$ cat src/rtl/plic_claim_ctrl.sv
// PLIC claim/complete bus initiator for one hart context: claims an interrupt
// ID on irq, hands it to a local consumer, then writes it back as completion.

package reg_intf;

  typedef struct packed {
    logic [31:0] addr;
    logic        write;
    logic [31:0] wdata;
    logic [3:0]  wstrb;
    logic        valid;
  } reg_intf_req_a32_d32;

  typedef struct packed {
    logic        ready;
    logic [31:0] rdata;
    logic        error;
  } reg_intf_resp_d32;

endpackage

module plic_claim_ctrl #(
  parameter int unsigned NumSource = 31,
  parameter int unsigned TargetId  = 0,
  parameter logic [31:0] BaseAddr  = 32'h0C00_0000,
  localparam int unsigned IdW      = $clog2(NumSource + 1)
) (
  input  logic                         clk_i,
  input  logic                         rst_ni,
  input  logic                         irq_i,
  output reg_intf::reg_intf_req_a32_d32 req_o,
  input  reg_intf::reg_intf_resp_d32   resp_i,
  output logic                         id_valid_o,
  output logic [IdW-1:0]               id_o,
  input  logic                         id_ready_i,
  input  logic                         done_i,
  output logic                         busy_o,
  output logic                         err_o,
  input  logic                         err_clr_i,
  output logic [7:0]                   spurious_cnt_o
);

  // The claim and complete registers share one address per context.
  localparam logic [31:0] ClaimAddr =
    BaseAddr + 32'h0020_0004 + 32'(TargetId) * 32'h0000_1000;

  typedef enum logic [2:0] {
    IDLE,
    CLAIM_RD,
    DELIVER,
    SERVICE,
    COMPLETE_WR,
    ERROR
  } state_e;

  state_e         state_q, state_d;
  logic [IdW-1:0] id_q, id_d;
  logic [7:0]     spur_q, spur_d;
  logic           claim_spurious;

  // ID 0 means "nothing pending"; anything above NumSource cannot be a real source.
  assign claim_spurious = (resp_i.rdata == 32'd0) || (resp_i.rdata > 32'(NumSource));

  // NOTE: asynchronous reset plus non-blocking assignments only, so every
  // register updates from the same pre-edge values and reset needs no clock.
  always_ff @(posedge clk_i or negedge rst_ni) begin
    if (!rst_ni) begin
      state_q <= IDLE;
      id_q    <= '0;
      spur_q  <= '0;
    end else begin
      state_q <= state_d;
      id_q    <= id_d;
      spur_q  <= spur_d;
    end
  end

  // NOTE: every output of this block is given a default first, so no path
  // through the case statement can leave a value held and infer a latch.
  always_comb begin
    state_d = state_q;
    id_d    = id_q;
    spur_d  = spur_q;
    req_o   = '0;

    unique case (state_q)
      IDLE: begin
        if (irq_i) state_d = CLAIM_RD;
      end

      CLAIM_RD: begin
        req_o.valid = 1'b1;
        req_o.addr  = ClaimAddr;
        if (resp_i.ready) begin
          if (resp_i.error) begin
            state_d = ERROR;
          end else if (claim_spurious) begin
            state_d = IDLE;
            if (spur_q != 8'hFF) spur_d = spur_q + 8'd1;
          end else begin
            id_d    = resp_i.rdata[IdW-1:0];
            state_d = DELIVER;
          end
        end
      end

      DELIVER: begin
        if (id_ready_i) state_d = SERVICE;
      end

      // done_i is only meaningful once the consumer has taken the ID.
      SERVICE: begin
        if (done_i) state_d = COMPLETE_WR;
      end

      COMPLETE_WR: begin
        req_o.valid = 1'b1;
        req_o.write = 1'b1;
        req_o.addr  = ClaimAddr;
        req_o.wdata = {{(32-IdW){1'b0}}, id_q};
        req_o.wstrb = 4'hF;
        if (resp_i.ready) state_d = resp_i.error ? ERROR : IDLE;
      end

      ERROR: begin
        if (err_clr_i) state_d = IDLE;
      end

      default: state_d = IDLE;
    endcase
  end

  // All outputs decode registered state, so reset removes them asynchronously.
  assign id_valid_o     = (state_q == DELIVER);
  assign id_o           = id_q;
  assign busy_o         = (state_q != IDLE);
  assign err_o          = (state_q == ERROR);
  assign spurious_cnt_o = spur_q;

endmodule

$ cat config.mk
export PLATFORM = sky130hd
export DESIGN_NAME = plic_claim_ctrl
export DESIGN_NICKNAME = d
export VERILOG_FILES = /design/src/rtl/plic_claim_ctrl.sv
export SDC_FILE = /design/constraint.sdc
export NUM_CORES = 1
export LEC_CHECK = 0
export BUFFER_PORTS_ARGS = -buffer_cell sky130_fd_sc_hd__buf_2
export CAP_MARGIN = 15
export CORE_UTILIZATION = 30
export CTS_CLUSTER_DIAMETER = 40
export DETAILED_ROUTE_END_ITERATION = 6
export PLACE_DENSITY = 0.66
export SLEW_MARGIN = 20
export SYNTH_ARGS = -nofsm -noshare
export SYNTH_HDL_FRONTEND = slang
export SYNTH_SLANG_ARGS = --single-unit
$ cat constraint.sdc
create_clock -name clk_i -period 4.91 [get_ports clk_i]
set_input_delay 0.2455 -clock clk_i [delete_from_list [all_inputs] [get_ports clk_i]]
set_output_delay 0.2455 -clock clk_i [all_outputs]
set_load 0.005 [all_outputs]
* Word level (Yosys, flattened, before mapping)
Cells that the tools add are included.
** Storage, ports and cells
- Bits in registers :: 16
- Output and inout port bits :: 86
- Word-level logic and storage cells :: 40
** Operators by class
- Add/sub/neg operators :: 1
- Magnitude comparators :: 1
- Equality and inequality tests :: 12
- Multiplexer cells :: 13
- Bitwise operators :: 2
- Reduce and logical (&&, ||, !) cells :: 8
** Operators by type and width (count)
- 37-bit 2-to-1 mux :: 1
- 32-bit by 5-bit greater-than comparator with 1-bit output, second input constant :: 1
- 32-bit logical NOT :: 1
- 28-bit 2-to-1 mux :: 1
- 3-bit 2-to-1 mux :: 8
- 3-bit one-hot mux with 6 select lines :: 1
- 8-bit by 1-bit adder with 8-bit output, second input constant :: 1
- 2-bit != test, second input constant :: 4
- 8-bit != test, second input constant :: 1
- 3-bit by 2-bit == test with 1-bit output, second input constant :: 2
- 3-bit == test, second input constant :: 2
- 6-bit AND reduction :: 1
- 5-bit AND reduction :: 1
- 2-bit by 1-bit != test with 1-bit output, second input constant :: 2
- 4-bit AND reduction :: 1
- 3-bit by 1-bit == test with 1-bit output, second input constant :: 1
- 3-bit logical NOT :: 1
- 3-bit nonzero test :: 1
- 2-bit 2-to-1 mux :: 1
- 1-bit NOT :: 2
- 2-bit OR reduction :: 1
- 1-bit logical OR :: 1
- 1-bit 2-to-1 mux :: 1

* Logic depth before layout (Yosys ltp)
- Depth after elaboration :: 6
- Gate-level depth with buffers :: 6
- Mapped depth without buffers :: 5

* Least setup slack after synthesis
OpenSTA, ideal clock, no wires.
- Kind :: register -> register
- Start point :: register state_q[1]
- End point :: register id_q[0] (netlist: id_o[0])
- Data arrival time :: 1.582 ns
- Required time :: 4.785 ns
- Path slack :: 3.203 ns
- Cell stages (with the launch flop) :: 6
- Path buffers :: 1
- Clock period less this slack :: 1.707 ns
- Path through :: dfrtp_1 > buf_2 > nor2_1 > nand4_1 > nor4_4 > mux2_2
** Between the ends
- Longest elaborated chain between the ends :: 2
** Ends and longest elaborated chain
- from (decl) :: line 56 : state_e state_q, state_d;
- from (signal assigned) :: line 72 : state_q <= state_d;
- 3-bit by 1-bit == test with 1-bit output :: line 86 : unique case (state_q)
- 4-bit AND reduction (no line)
- to (signal assigned) :: line 73 : id_q <= id_d;
- to (decl) :: line 57 : logic [IdW-1:0] id_q, id_d;
No other way between the ends.
A chain may end at the register's enable or synchronous reset.

* Worst setup path in the final report
- Start point :: register state_q[2]
- End point :: register id_q[3] (netlist: id_o[3])
Same word-level chain as after synthesis.

==> impl_metrics.yaml <==
run_status:
  status: "finished with violations"
  violations: "design-rule violations"
sta:
  fin_skew_ns: 0.00197
  max_freq_mhz: 493
  whs_ns: 0.252
  hold_viol_final: 0
  period_needed_ns: 2.03
  maxSlewViolCount: 0
  period_share: 0.413
  setup_violations: 0
  rsz0062_at_grt: "no"
  setup_tns_ns: 0
placed_design:
  hpwl_um: 2410
  port_buffers: 70
  place_congestion: 0.858
power_and_ir_drop:
  power_density_mw_per_mm2: 308
  p_int_mw: 0.309
  p_sw_frac: 0.379
  power_frac_clock: 0.187
  vdd_ir_drop_max_mv: 0.0988
  leakagePower_nw: 0.943
  power.switching_mw: 0.189
  power.share.combinational: 0.410
  power_mw: 0.499
  seqPwrFrac: 0.404
final_layout:
  area_delta_synth_final_pct: 12.8
  fin_nets: 262
  drive_gt1_frac: 0.384
  final_util: 0.361
  antenna_cells: 0
  mostFrequentLayoutCell: "buf_2"
  final_cell_mix: "buf_2, conb_1, dfrtp_1"
setup_path:
  cp_max_fo: 11
  start_kind: "flop"
  crit_chain: "inv_1 > nand4_1 > nor4_4 > mux2_2"
  endpoint: "id_o[3]$_DFFE_PN0P_"
  r2r_cells: 4
  r2r_end: "id_o[3]$_DFFE_PN0P_"
  slowest_delay_ns: 0.53
  r2r_slack_ns: 2.88
  crit_path_end_kind: "flop"
  crit_path_top_delay_cell: "nor4_4"
  worstPathArrival_ns: 2.15
  critPathKind: "flop to flop"
  worstPathRequired_ns: 5.03
  r2r_start: "state_q[2]$_DFFE_PN0P_"
  startpoint: "state_q[2]$_DFFE_PN0P_"
cts:
  cts-root-buf: "clkbuf_8"
  postCtsHoldBufs: 1
  cts_buffers: 3
  clk_path_buf_depth: 2
  ctsResizeCount: 0
  clkSinkCount: 16
  clk_latency_ns: 0.24
  path_clk_slew_ns: 0.06
  post-cts-setup-buffer-count: 0
  cts_tree: "done"
  cts-htree-levels: 1
route:
  drtIter0Drc: 36
  via_count: 1146
  ant_nets: 0
  first_pass_iters: 7
  drc: 13
  routed_wl_um: 2850
  wl_per_cell_um: 10.5
  vias_per_cell: 4.23
global_routing:
  grt_antenna_before_repair: 0
  grt_overflow_total: 0
  grt_max_degree: 17
  grt_pass1_wl_um: 4330
  grt_usage: 0.111
  grt_pass1_vias: 1002
die:
  die_w_um: 71.1
  fp.coreArea_mm2: 0.00447
  ios: 126
  dieArea_mm2: 0.00506
  die_h_um: 71.1
  rows: 24
  start_util: 0.320
logic_synthesis:
  synth_top_cell_by_area: "buf_4"
  syn_inst: 157
  synth_area_mm2: 0.00143
  ys_seq_area_frac: 0.279
  syn_area_per_cell_um2: 9.12
  synth_area_leaders: "buf_4, dfrtp_1, xor2_1"
  yosys_warnings: 0
  ys_types: 31
  synth.top_cell.area_share: 0.330
  synth-seq-cells: 16
min_path:
  hold_class: "input pin to flop"
  min_path_cells: 2
job:
  drv_cap: 0
-- how the worst min path moves through the flow --
stage	start	to	slack, ns
3_3_place_gp	rst_ni	spurious_cnt_o[5]$_DFFE_PN0P_	0.18
4_1_cts	resp_i[5]	id_o[4]$_DFFE_PN0P_	0.25
3_5_place_dp	rst_ni	spurious_cnt_o[6]$_DFFE_PN0P_	0.18
5_1_grt	resp_i[5]	id_o[4]$_DFFE_PN0P_	0.24
2_1_floorplan	rst_ni	id_o[0]$_DFFE_PN0P_	-0.05
6_report	resp_i[5]	id_o[4]$_DFFE_PN0P_	0.25
-- routing by layer --
| metal | global-route usage | vias to the layer above | part of all wire |
|---|---|---|---|
| met5 | 0 | - | 0 |
| met4 | 0.0400 | 0 | 0.0035 |
| met3 | 0.0171 | 2 | 0.074 |
| met2 | 0.209 | 69 | 0.52 |
| met1 | 0.125 | 524 | 0.40 |
| li1 | - | 551 | - |
-- worst max-delay path, delay by kind of cell, from the launching register on --
family / cells / cell delay [ns]
buffers and inverters: 1 / 0.25
DFF: 1 / 0.50
muxes: 1 / 0.39
and+or+nand+nor: 2 / 0.76
-- per-stage QoR --
step,std cells,setup WS [ns],area [µm²]
after global placement,267,2.91,1570
after floorplan,211,3.20,1640
final,271,2.88,1620
after detailed placement,267,2.86,1570
after global routing,271,2.74,1620
after CTS,271,2.84,1620
-- cell type report --
cell class | count | area [µm²]
tap | 52 | 65.1
inverter | 1 | 3.75
fill | 471 | 2860
sequential | 16 | 400
timing repair buffer | 71 | 360
multi-input combinational | 128 | 746
clock buffer | 3 | 41.3
-- cell families (layout without fill, tap and decap cells) --
logic type,Yosys count,count (layout),share of synthesized area
AOI/OAI and AO/OA,10,10,0.0454
xor gates and xnor gates,7,7,0.0428
adders and majority gates,1,1,0.00873
buffers and inverters,67,75,0.341
DFF,16,16,0.279
muxes,10,10,0.0751
other,1,55,0.00262
and+or+nand+nor,45,45,0.204
-- flip-flops by register name, indices dropped and copies added, names as in the netlist --
register / flops
id_o: 5
spurious_cnt_o: 8
state_q: 3
-- cells in the mapped netlist (all sizes together) --
| master | number |
|---|---|
| clkbuf | 2 |
| dfrtp | 16 |
| a21oi | 6 |
| conb | 1 |
| a21o | 1 |
| o32ai | 1 |
| nor3b | 2 |
| o21bai | 1 |
| nand4 | 3 |
| nand2 | 6 |
| buf | 64 |
| or4 | 1 |
| ha | 1 |
| mux2 | 6 |
| and3 | 5 |
| a211oi | 1 |
| mux2i | 4 |
| xor2 | 7 |
| nor4 | 10 |
| nor4b | 1 |
| inv | 1 |
| nor3 | 4 |
| nand3 | 5 |
| nand2b | 1 |
| nor2b | 2 |
| nor2 | 5 |
-- power by group through the flow --
stage / registers, mW / logic [mW] / clock network [mW]
floorplan: 0.184 / 0.198 / 0
global placement: 0.203 / 0.203 / 0
detailed placement: 0.204 / 0.208 / 0
CTS: 0.201 / 0.209 / 0.0968
global route: 0.206 / 0.235 / 0.106
finish: 0.201 / 0.204 / 0.0931
Note: power is estimated with default switching activity, not from simulation.
